[config.mk]
export PLATFORM = sky130hd
export DESIGN_NAME = str_unpack
export DESIGN_NICKNAME = d
export VERILOG_FILES = /design/src/rtl/str_unpack.sv
export SDC_FILE = /design/constraint.sdc
export NUM_CORES = 1
export LEC_CHECK = 0
export ABC_AREA = 1
export CORE_MARGIN = 4
export CORE_UTILIZATION = 50
export DETAILED_ROUTE_END_ITERATION = 10
export PLACE_DENSITY = 0.77
export SYNTH_ARGS = -nofsm -noshare
export SYNTH_HDL_FRONTEND = slang
export SYNTH_SLANG_ARGS = --single-unit
[constraint.sdc]
create_clock -name clk -period 2.3 [get_ports clk]
set_input_delay 0.69 -clock clk [delete_from_list [all_inputs] [get_ports clk]]
set_output_delay 0.69 -clock clk [all_outputs]
set_load 0.01 [all_outputs]
[src/rtl/str_unpack.sv]
// str_unpack: wide-to-narrow stream unpacker.
// Splits each accepted wide word into its valid narrow lanes (lane 0 first),
// flagging dn_last on the final valid lane of a word that carried up_last.
// Optional build macro: STR_UNPACK_ERR_EN adds a sticky err output that is set
// when a word is accepted with up_cnt larger than the lane count.
module str_unpack #(
  parameter int DATA_UP_WIDTH = 8,
  parameter int DATA_DN_WIDTH = 2,
  parameter int CNT_WIDTH     = 3
) (
  input  logic                     clk,
  input  logic                     rst,
  input  logic [DATA_UP_WIDTH-1:0] up_data,
  input  logic [CNT_WIDTH-1:0]     up_cnt,
  input  logic                     up_last,
  input  logic                     up_val,
  output logic                     up_rdy,
  input  logic                     dn_rdy,
  output logic [DATA_DN_WIDTH-1:0] dn_data,
  output logic                     dn_last,
  output logic                     dn_val
`ifdef STR_UNPACK_ERR_EN
  ,
  output logic                     err
`endif
);

  localparam int NB = DATA_UP_WIDTH / DATA_DN_WIDTH;
  localparam int IW = (NB > 1) ? $clog2(NB) : 1;
  localparam logic [CNT_WIDTH-1:0] NB_C  = CNT_WIDTH'(NB);
  localparam logic [CNT_WIDTH-1:0] ONE_C = CNT_WIDTH'(1);

  typedef enum logic [0:0] {
    EMPTY = 1'b0,
    SHIFT = 1'b1
  } state_t;

  state_t                   state;
  state_t                   nxt_state;
  logic [DATA_UP_WIDTH-1:0] hold_data;
  logic [DATA_UP_WIDTH-1:0] nxt_data;
  logic [CNT_WIDTH-1:0]     hold_cnt;
  logic [CNT_WIDTH-1:0]     nxt_cnt;
  logic                     hold_last;
  logic                     nxt_last;
  logic [IW-1:0]            idx;
  logic [IW-1:0]            nxt_idx;
  logic [DATA_DN_WIDTH-1:0] nxt_dn_data;
  logic                     nxt_dn_last;
  logic                     nxt_dn_val;
  logic [CNT_WIDTH-1:0]     eff_cnt;
  logic                     last_lane;
  logic                     do_load;

  // Select narrow lane i out of a wide word.
  function automatic logic [DATA_DN_WIDTH-1:0] lane_of(
    input logic [DATA_UP_WIDTH-1:0] d,
    input logic [IW-1:0]            i
  );
    return d[i*DATA_DN_WIDTH +: DATA_DN_WIDTH];
  endfunction

  // Effective lane count of the incoming word: 0 means full, oversize clamps to full.
  always_comb begin
    if ((up_cnt == {CNT_WIDTH{1'b0}}) || (up_cnt > NB_C)) begin
      eff_cnt = NB_C;
    end else begin
      eff_cnt = up_cnt;
    end
  end

  assign last_lane = (CNT_WIDTH'(idx) == (hold_cnt - ONE_C));

  // Ready while empty, or when the final lane of the held word is leaving; blocked in reset.
  assign up_rdy = rst & ((state == EMPTY) | (dn_rdy & (state == SHIFT) & last_lane));

  // Next-state and next-output logic for the holding register.
  always_comb begin
    nxt_state   = state;
    nxt_data    = hold_data;
    nxt_cnt     = hold_cnt;
    nxt_last    = hold_last;
    nxt_idx     = idx;
    nxt_dn_data = dn_data;
    nxt_dn_last = dn_last;
    nxt_dn_val  = dn_val;
    do_load     = 1'b0;
    case (state)
      EMPTY: begin
        if (up_val) begin
          do_load = 1'b1;
        end else begin
          nxt_dn_val  = 1'b0;
          nxt_dn_last = 1'b0;
        end
      end
      SHIFT: begin
        if (dn_rdy) begin
          if (last_lane) begin
            if (up_val) begin
              do_load = 1'b1;
            end else begin
              nxt_state   = EMPTY;
              nxt_dn_val  = 1'b0;
              nxt_dn_last = 1'b0;
            end
          end else begin
            nxt_idx     = idx + IW'(1);
            nxt_dn_data = lane_of(hold_data, nxt_idx);
            nxt_dn_last = hold_last & (CNT_WIDTH'(nxt_idx) == (hold_cnt - ONE_C));
          end
        end else begin
          nxt_state = state;
        end
      end
      default: begin
        nxt_state   = EMPTY;
        nxt_dn_val  = 1'b0;
        nxt_dn_last = 1'b0;
      end
    endcase
    if (do_load) begin
      nxt_state   = SHIFT;
      nxt_data    = up_data;
      nxt_cnt     = eff_cnt;
      nxt_last    = up_last;
      nxt_idx     = {IW{1'b0}};
      nxt_dn_data = lane_of(up_data, {IW{1'b0}});
      nxt_dn_last = up_last & (eff_cnt == ONE_C);
      nxt_dn_val  = 1'b1;
    end else begin
      nxt_idx = nxt_idx;
    end
  end

  // State, holding register and registered downstream outputs.
  always_ff @(posedge clk or negedge rst) begin
    if (!rst) begin
      state     <= EMPTY;
      hold_data <= {DATA_UP_WIDTH{1'b0}};
      hold_cnt  <= NB_C;
      hold_last <= 1'b0;
      idx       <= {IW{1'b0}};
      dn_data   <= {DATA_DN_WIDTH{1'b0}};
      dn_last   <= 1'b0;
      dn_val    <= 1'b0;
    end else begin
      state     <= nxt_state;
      hold_data <= nxt_data;
      hold_cnt  <= nxt_cnt;
      hold_last <= nxt_last;
      idx       <= nxt_idx;
      dn_data   <= nxt_dn_data;
      dn_last   <= nxt_dn_last;
      dn_val    <= nxt_dn_val;
    end
  end

`ifdef STR_UNPACK_ERR_EN
  // Sticky flag: an accepted word claimed more lanes than the word holds.
  always_ff @(posedge clk or negedge rst) begin
    if (!rst) begin
      err <= 1'b0;
    end else if (up_val && up_rdy && (up_cnt > NB_C)) begin
      err <= 1'b1;
    end else begin
      err <= err;
    end
  end
`endif

endmodule

-- Word level (Yosys, flattened, before mapping)
Cells that the tools add are included.
- bits of input ports: 16
- logic and storage cells: 58
- output and inout bits: 5
- register bits after elaboration: 19
- reduce and logical (&&, ||, !) cells: 6
- equal/unequal tests: 6
- $lt $le $gt $ge: 1
- bitwise gates (word level): 7
- multiplexer cells: 27
- shifts and indexed selects: 1
- add/sub/neg operators: 2
- operators with widths (operator ; number):
    $mux W2 ; 8
    $mux W1 ; 15
    $shiftx A8 B4 Y2 ; 1
    $eq A2 B3 Y1 ; 2
    $pmux W1 S2 ; 3
    $and A1 B1 Y1 ; 5
    $reduce_bool A2 Y1 ; 2
    $eq A3 B1 Y1 const B ; 1
    $gt A3 B3 Y1 const B ; 1
    $logic_not A3 Y1 ; 1
    $mux W3 ; 1
    $ne A3 B1 Y1 const B ; 1
    $ne A3 B2 Y1 const B ; 1
    $reduce_and A3 Y1 ; 1
    $sub A3 B1 Y3 const B ; 1
    $add A2 B1 Y2 const B ; 1
    $ne A2 B1 Y1 const B ; 1
    $reduce_and A2 Y1 ; 1
    $logic_or A1 B1 Y1 ; 1
    $not A1 Y1 ; 1
    $or A1 B1 Y1 ; 1

-- Longest topological paths before layout
Gate-level depths: netlist of the first run.
- word-level depth: 7
- depth in mapped cells: 12
- depth with buffers taken out: 12

-- Least setup slack after synthesis of the first run
No wires, ideal clock.
- path type: register -> output
- start: reg hold_cnt[0]
- end: out up_rdy
- arrival: 1371 ps
- setup slack: 239 ps
- cell stages (with the launch flop): 9
- data required time: 1610 ps
- buffers on the path: 0
- path through: dfrtp_1 > inv_1 > ha_1 > nand2_1 > inv_1 > nor2_1 > nand3_2 > nand2_4 > and3_2
- longest elaborated chain between the ends: 5
- ends and longest elaborated chain (item ; line ; source):
    start, declared ; 42 ; logic [CNT_WIDTH-1:0] hold_cnt;
    start signal, assigned ; 150 ; hold_cnt <= nxt_cnt;
    $sub A3 B1 Y3 ; 72 ; assign last_lane = (CNT_WIDTH'(idx) == (hold_cnt - ONE_C));
    $eq A2 B3 Y1 ; 72 ;
    $and A1 B1 Y1 ; 75 ; assign up_rdy = rst & ((state == EMPTY) | (dn_rdy & (state == SHIFT) & last_lane));
    $or A1 B1 Y1 ; 75 ;
    $and A1 B1 Y1 ; 75 ;
    end, declared ; 17 ; output logic up_rdy,
Every way passes these cells.

-- Worst setup path in the final report of the first run
Ends and elaborated chain as after synthesis.

==> results of run 1 <==
report_power, final:
part / internal (µW) / switching (µW) / total [µW]
sequential: 478 / 87.0 / 565
clock: 64.9 / 102 / 167
combinational: 398 / 475 / 873
cell type report:
class	count	area, µm²	share of cell area (%)
flip-flops and latches	19	476.7	33.81
clock buffers	3	22.52	1.597
repair buffers	29	267.8	18.99
inverters	19	73.82	5.235
well taps	27	33.78	2.396
clock inverters	1	5.005	0.3549
multi-input cells	105	530.5	37.62
cell families (layout without fill, tap and decap cells):
| group | after synthesis | after routing |
|---|---|---|
| AND/OR/NAND/NOR | 96 | 96 |
| buffers and inverters | 20 | 52 |
| flip-flops | 19 | 19 |
| AO/OA/AOI/OAI | 7 | 7 |
| adder cells (fa/ha/maj) | 2 | 2 |
synth_stat cells, types with 2 or more instances:
cell type,n,area [µm²]
dfrtp_1,18,450.4
ha_1,2,25.02
inv_1,16,60.06
inv_2,2,7.510
nand2_1,69,259.0
nand2_2,2,12.51
nand3_1,8,40.04
nor2_1,7,26.28
o21ai_0,4,20.02
registers in the layout, summed over array words and instances, names as in the netlist:
register and flops:
hold_last 1, hold_cnt 3, dn_last 1, dn_data 2
dn_val 1, hold_data 8, idx 2, state 1
worst register-to-register path, delay by kind of cell, from the launching register on:
| family | cells | cell delay [ps] |
|---|---|---|
| adder cells (fa/ha/maj) | 1 | 210 |
| flip-flops | 1 | 400 |
| buffers and inverters | 4 | 370 |
| AND/OR/NAND/NOR | 9 | 640 |
metal layers:
metal	global-route usage [%]	routed length [µm]	vias to the layer above
met1	20.96	950	420
met3	4.360	86	4
li1	-	-	504
met2	30.48	1100	13
met4	9.544	37	0
met5	0	0	-
worst min path at each step:
stage / depth (start not counted) / from / slack [ps] / to
6_report: 2 / hold_data[1] / 490 / hold_data[1]
5_1_grt: 2 / hold_data[5] / 510 / hold_data[5]
4_1_cts: 2 / hold_data[1] / 490 / hold_data[1]
3_5_place_dp: 2 / hold_data[1] / 470 / hold_data[1]
3_3_place_gp: 2 / hold_data[5] / 470 / hold_data[5]
2_1_floorplan: 0 / rst / 390 / dn_data[0]
metrics by stage:
| stage | hold WS (ps) | std cells |
|---|---|---|
| global placement | 465.7 | 198 |
| global route | 508.7 | 203 |
| CTS | 490.3 | 203 |
| detailed placement | 465.8 | 198 |
| finish | 486.7 | 203 |
| floorplan | 394.4 | 144 |
what timing repair did:
| item | 4_1_cts | 5_1_grt |
|---|---|---|
| gates resized for setup | 10 | 3 |
| pin swaps | 3 | 3 |
| endpoints found under the setup margin | 1 | 1 |
| setup buffers | 1 | 0 |
==> impl_metrics.py, run 1 <==
metrics = {
    "setup_path": {
        "end_kind": "output port",
        "worstPathArrival_ps": 1560,
        "worstSetupEndpoint": "up_rdy",
        "critPathTopFamily": "simple AND/OR/NAND/NOR gates",
        "r2r_start": "hold_cnt[0]",
        "cp.required_ps": 1610,
        "cp_cell_sequence": "inv_2 -> ha_4 -> nand2_2 -> inv_2 -> nor2_2 -> nand3_2 -> nand2_4 -> and3_4 -> buf_6",
        "max_stage_delay_ps": 400,
        "reg2reg_slack_ps": 570,
        "start_kind": "register",
        "reg2reg_to": "dn_data[1]",
        "cp.depth": 9,
        "path_buf_inv": 3,
        "critPathLaunch": "hold_cnt[0]",
        "path_class": "reg2out",
        "path_common_cell": "inv_2",
        "critPathSlowestCell": "dfrtp_1",
        "cp_max_fo": 3,
        "ff2ff_path_depth": 14,
    },
    "logic_synthesis": {
        "synth_edf_count": 0,
        "syn_nets": 162,
        "netlist_instances": 144,
        "postSynthAreaPerCell_um2": 7.464,
        "synthXorXnorAreaFrac_pct": 0,
        "ys.warnings.count": 0,
        "synth_mux_area_share_pct": 0,
        "synth_top_family_by_area": "simple AND/OR/NAND/NOR gates",
        "yosys.area_share.adder_pct": 2.328,
        "ys_async_sr_fraction_pct": 100.0,
        "ys.flop_type": "dfrtp_1",
        "synth_compound_area_share_pct": 3.609,
        "synth_area_mm2": 0.001075,
        "yosysSeqAreaShare_pct": 44.35,
        "yosysUniqueCellTypes": 25,
        "synth_simple_gate_area_share_pct": 41.44,
        "ys_ff_latch": 19,
    },
    "floorplanning": {
        "rows": 16,
        "design.core.area_mm2": 0.002002,
        "die_y_um": 54.37,
        "io-pin-count": 21,
        "start_util_pct": 53.69,
        "die_x_um": 54.37,
        "dieArea_mm2": 0.002956,
    },
    "sta": {
        "finalSetupTns_ps": 0,
        "fmax_mhz": 443.6,
        "setup_viol_count_final": 0,
        "finalCritPeriodShare_pct": 98.02,
        "finalCriticalPeriod_ps": 2254,
        "fin_skew_ps": 4.571,
        "report.final.slew_viol_count": 0,
        "worst_slew_pin_slew_ps": 269.0,
        "rsz0062_at_grt": "yes",
        "final_hold_viol_count": 0,
        "worst_slack_ps": 45.61,
        "slew_headroom_pct": 82.00,
    },
    "status": {
        "outcome": "finished clean",
    },
    "clock_network": {
        "cts_sinks": 19,
        "worstSkewPairLatency_ps": 300,
        "numCtsBuffers": 3,
        "holdBufCountCts": 0,
        "cts_tree": "yes",
        "cts_max_level": 1,
        "clkTransAtPathRegs_ps": 110,
        "ctsLongestPathBuffers": 2,
        "root_buffer": "clkbuf_4",
    },
    "placement": {
        "io_buffers": 20,
        "dpl_cell_area_mm2": 0.001354,
        "pre_cts_ws_ps": -403.4,
        "gp_congestion": 0.7498,
        "hpwlAfterDp_mm": 1.696,
    },
    "global_routing": {
        "grt_pass1_wl_mm": 3.774,
        "overflow": 0,
        "grt_max_degree": 20,
        "grt_pass1_vias": 898,
        "grt_use_total_pct": 18.05,
        "antenna_found_initial": 0,
    },
    "detailed_routing": {
        "vias": 941,
        "routedWlPerCell_um": 10.71,
        "vias_per_cell": 4.635,
        "drt_iter0_drc": 8,
        "drc_errors": 0,
        "dr.pass1.iters": 4,
        "drt-total-wl_mm": 2.174,
        "ant_nets": 0,
    },
    "final_layout": {
        "final_cell_mix": "nand2_1 (68), dfrtp_1 (18), clkdlybuf4s50_1 (18), inv_1 (13), buf_4 (9)",
        "n_fill_cell": 167,
        "finalNetCount": 195,
        "final_common_cell": "nand2_1",
        "layout-drive-gt1-share_pct": 19.89,
        "diodes": 0,
        "utilization_pct": 70.44,
        "final_area_mm2": 0.001410,
        "synthToLayoutAreaGrowth_pct": 31.20,
    },
    "power": {
        "p_total_uw": 1605,
        "power_per_cell_area_mw_per_mm2": 1138,
        "peakVddDrop_v": 0.0007945,
        "p_leak_uw": 0.0007582,
    },
    "flow_run": {
        "maxCapViolCount": 0,
    },
    "min_path": {
        "hold_path_class": "reg2reg",
    },
}
Note: power is estimated with default switching activity, not from simulation.
==> run 2, diff against run 1 <==
ABC_CLOCK_PERIOD_IN_PS = 2300   (was default)
MAX_ROUTING_LAYER = met4   (was default)
==> impl_metrics.py, run 2 (same netlist as run 1, synthesis figures left out) <==
metrics = {
    "sta": {
        "fmax_mhz": 442.8,
        "rsz0062_at_grt": "yes",
        "worst_slew_pin_slew_ps": 269.0,
        "worst_slack_ps": 41.67,
        "finalSetupTns_ps": 0,
        "setup_viol_count_final": 0,
        "finalCritPeriodShare_pct": 98.19,
        "final_hold_viol_count": 0,
        "slew_headroom_pct": 82.00,
        "finalCriticalPeriod_ps": 2258,
        "whs_ps": 486.7,
        "report.final.slew_viol_count": 0,
        "fin_skew_ps": 5.071,
    },
    "final_layout": {
        "largest_reg_flops": 8,
        "final_cells": 203,
        "multiInputGateArea_um2": 530.5,
        "synthToLayoutAreaGrowth_pct": 31.20,
        "top_register": "hold_data",
        "n_fill_cell": 167,
        "finalNetCount": 195,
        "final_common_cell": "nand2_1",
        "diodes": 0,
        "layout-drive-gt1-share_pct": 19.89,
        "utilization_pct": 70.44,
        "regArea_um2": 476.7,
        "largestRegisters": "hold_data: 8 flops, hold_cnt: 3 flops",
        "final_cell_mix": "nand2_1 (68), dfrtp_1 (18), clkdlybuf4s50_1 (18), inv_1 (13), buf_4 (9)",
    },
    "power": {
        "power_per_cell_area_mw_per_mm2": 1139,
        "peakVddDrop_v": 0.0007945,
        "p_leak_uw": 0.0007582,
    },
    "global_routing": {
        "overflow": 0,
        "grt_max_degree": 20,
        "grt_pass1_wl_mm": 3.774,
        "grt_use_total_pct": 18.56,
        "grt_pass1_vias": 899,
        "antenna_found_initial": 0,
    },
    "floorplanning": {
        "start_util_pct": 53.69,
        "dieArea_mm2": 0.002956,
        "design.core.area_mm2": 0.002002,
        "die_x_um": 54.37,
        "io-pin-count": 21,
        "rows": 16,
        "die_y_um": 54.37,
    },
    "setup_path": {
        "critPathSlowestCell": "dfrtp_1",
        "path_common_cell": "inv_2",
        "max_stage_delay_ps": 400,
        "worstSetupEndpoint": "up_rdy",
        "cp_cell_sequence": "inv_2 -> ha_4 -> nand2_2 -> inv_2 -> nor2_2 -> nand3_2 -> nand2_4 -> and3_4 -> buf_6",
        "cp_max_fo": 3,
        "critPathLaunch": "hold_cnt[0]",
        "reg2reg_slack_ps": 570,
        "r2r_start": "hold_cnt[0]",
        "worstPathArrival_ps": 1570,
        "ff2ff_path_depth": 14,
        "end_kind": "output port",
        "reg2reg_to": "dn_data[1]",
        "path_class": "reg2out",
        "cp.required_ps": 1610,
        "start_kind": "register",
    },
    "clock_network": {
        "clkTransAtPathRegs_ps": 110,
        "root_buffer": "clkbuf_4",
        "worstSkewPairLatency_ps": 300,
        "ctsLongestPathBuffers": 2,
        "cts_sinks": 19,
        "numCtsBuffers": 3,
        "cts_tree": "yes",
        "cts_max_level": 1,
        "holdBufCountCts": 0,
    },
    "detailed_routing": {
        "drt-total-wl_mm": 2.169,
        "vias_per_cell": 4.635,
        "dr.pass1.iters": 4,
        "drt_iter0_drc": 8,
        "ant_nets": 0,
        "vias": 941,
        "drc_errors": 0,
        "routedWlPerCell_um": 10.68,
    },
    "min_path": {
        "hold_path_class": "reg2reg",
        "holdPathStages": 2,
    },
    "placement": {
        "gp_congestion": 0.7595,
        "io_buffers": 20,
        "place_inst": 198,
        "pre_cts_ws_ps": -403.4,
        "hpwlAfterDp_mm": 1.696,
    },
    "status": {
        "outcome": "finished clean",
    },
    "flow_run": {
        "maxCapViolCount": 0,
    },
}
[run 2: power by group]
part	internal [µW]	switching, µW	leakage [µW]
Sequential	478	87.0	0.000235
Clock	65.0	104	0.0000177
Combinational	398	473	0.000505
[run 2: layout make-up]
class	count	area share, %
multi-input cells	105	37.62
flip-flops and latches	19	33.81
repair buffers	29	18.99
inverters	19	5.235
well taps	27	2.396
clock buffers	3	1.597
clock inverters	1	0.3549
[run 2: metrics by stage]
step,cell area [µm²],power [µW]
3_3_place_gp,1354,1355
3_5_place_dp,1354,1383
5_1_grt,1410,1791
4_1_cts,1405,1600
2_1_floorplan,1075,1106
6_report,1410,1606
[run 2: routing by layer]
layer,global-route usage [%],share of wire (%),up-vias
li1,-,-,503
met1,20.96,43,417
met2,30.48,50,15
met3,4.360,4.2,6
met4,9.544,2.0,0
met5,-,0,-
[run 2: repair_timing]
| action | CTS | global route |
|---|---|---|
| pin swaps | 3 | 3 |
| endpoints found under the setup margin | 1 | 1 |
| buffers inserted | 1 | 0 |
| resized for setup | 10 | 3 |
[run 2: worst max-delay path, delay by kind of cell, from the launching register on]
kind          cells  cell delay, ps
fa+ha+maj         1             210
simple gates      5             450
buf+inv           3             200
flops             1             400
[run 2: worst min-delay path by stage]
stage	to	start
3_5_place_dp	hold_data[1]	hold_data[1]
4_1_cts	hold_data[1]	hold_data[1]
2_1_floorplan	dn_data[0]	rst
5_1_grt	hold_data[5]	hold_data[5]
3_3_place_gp	hold_data[5]	hold_data[5]
6_report	hold_data[1]	hold_data[1]
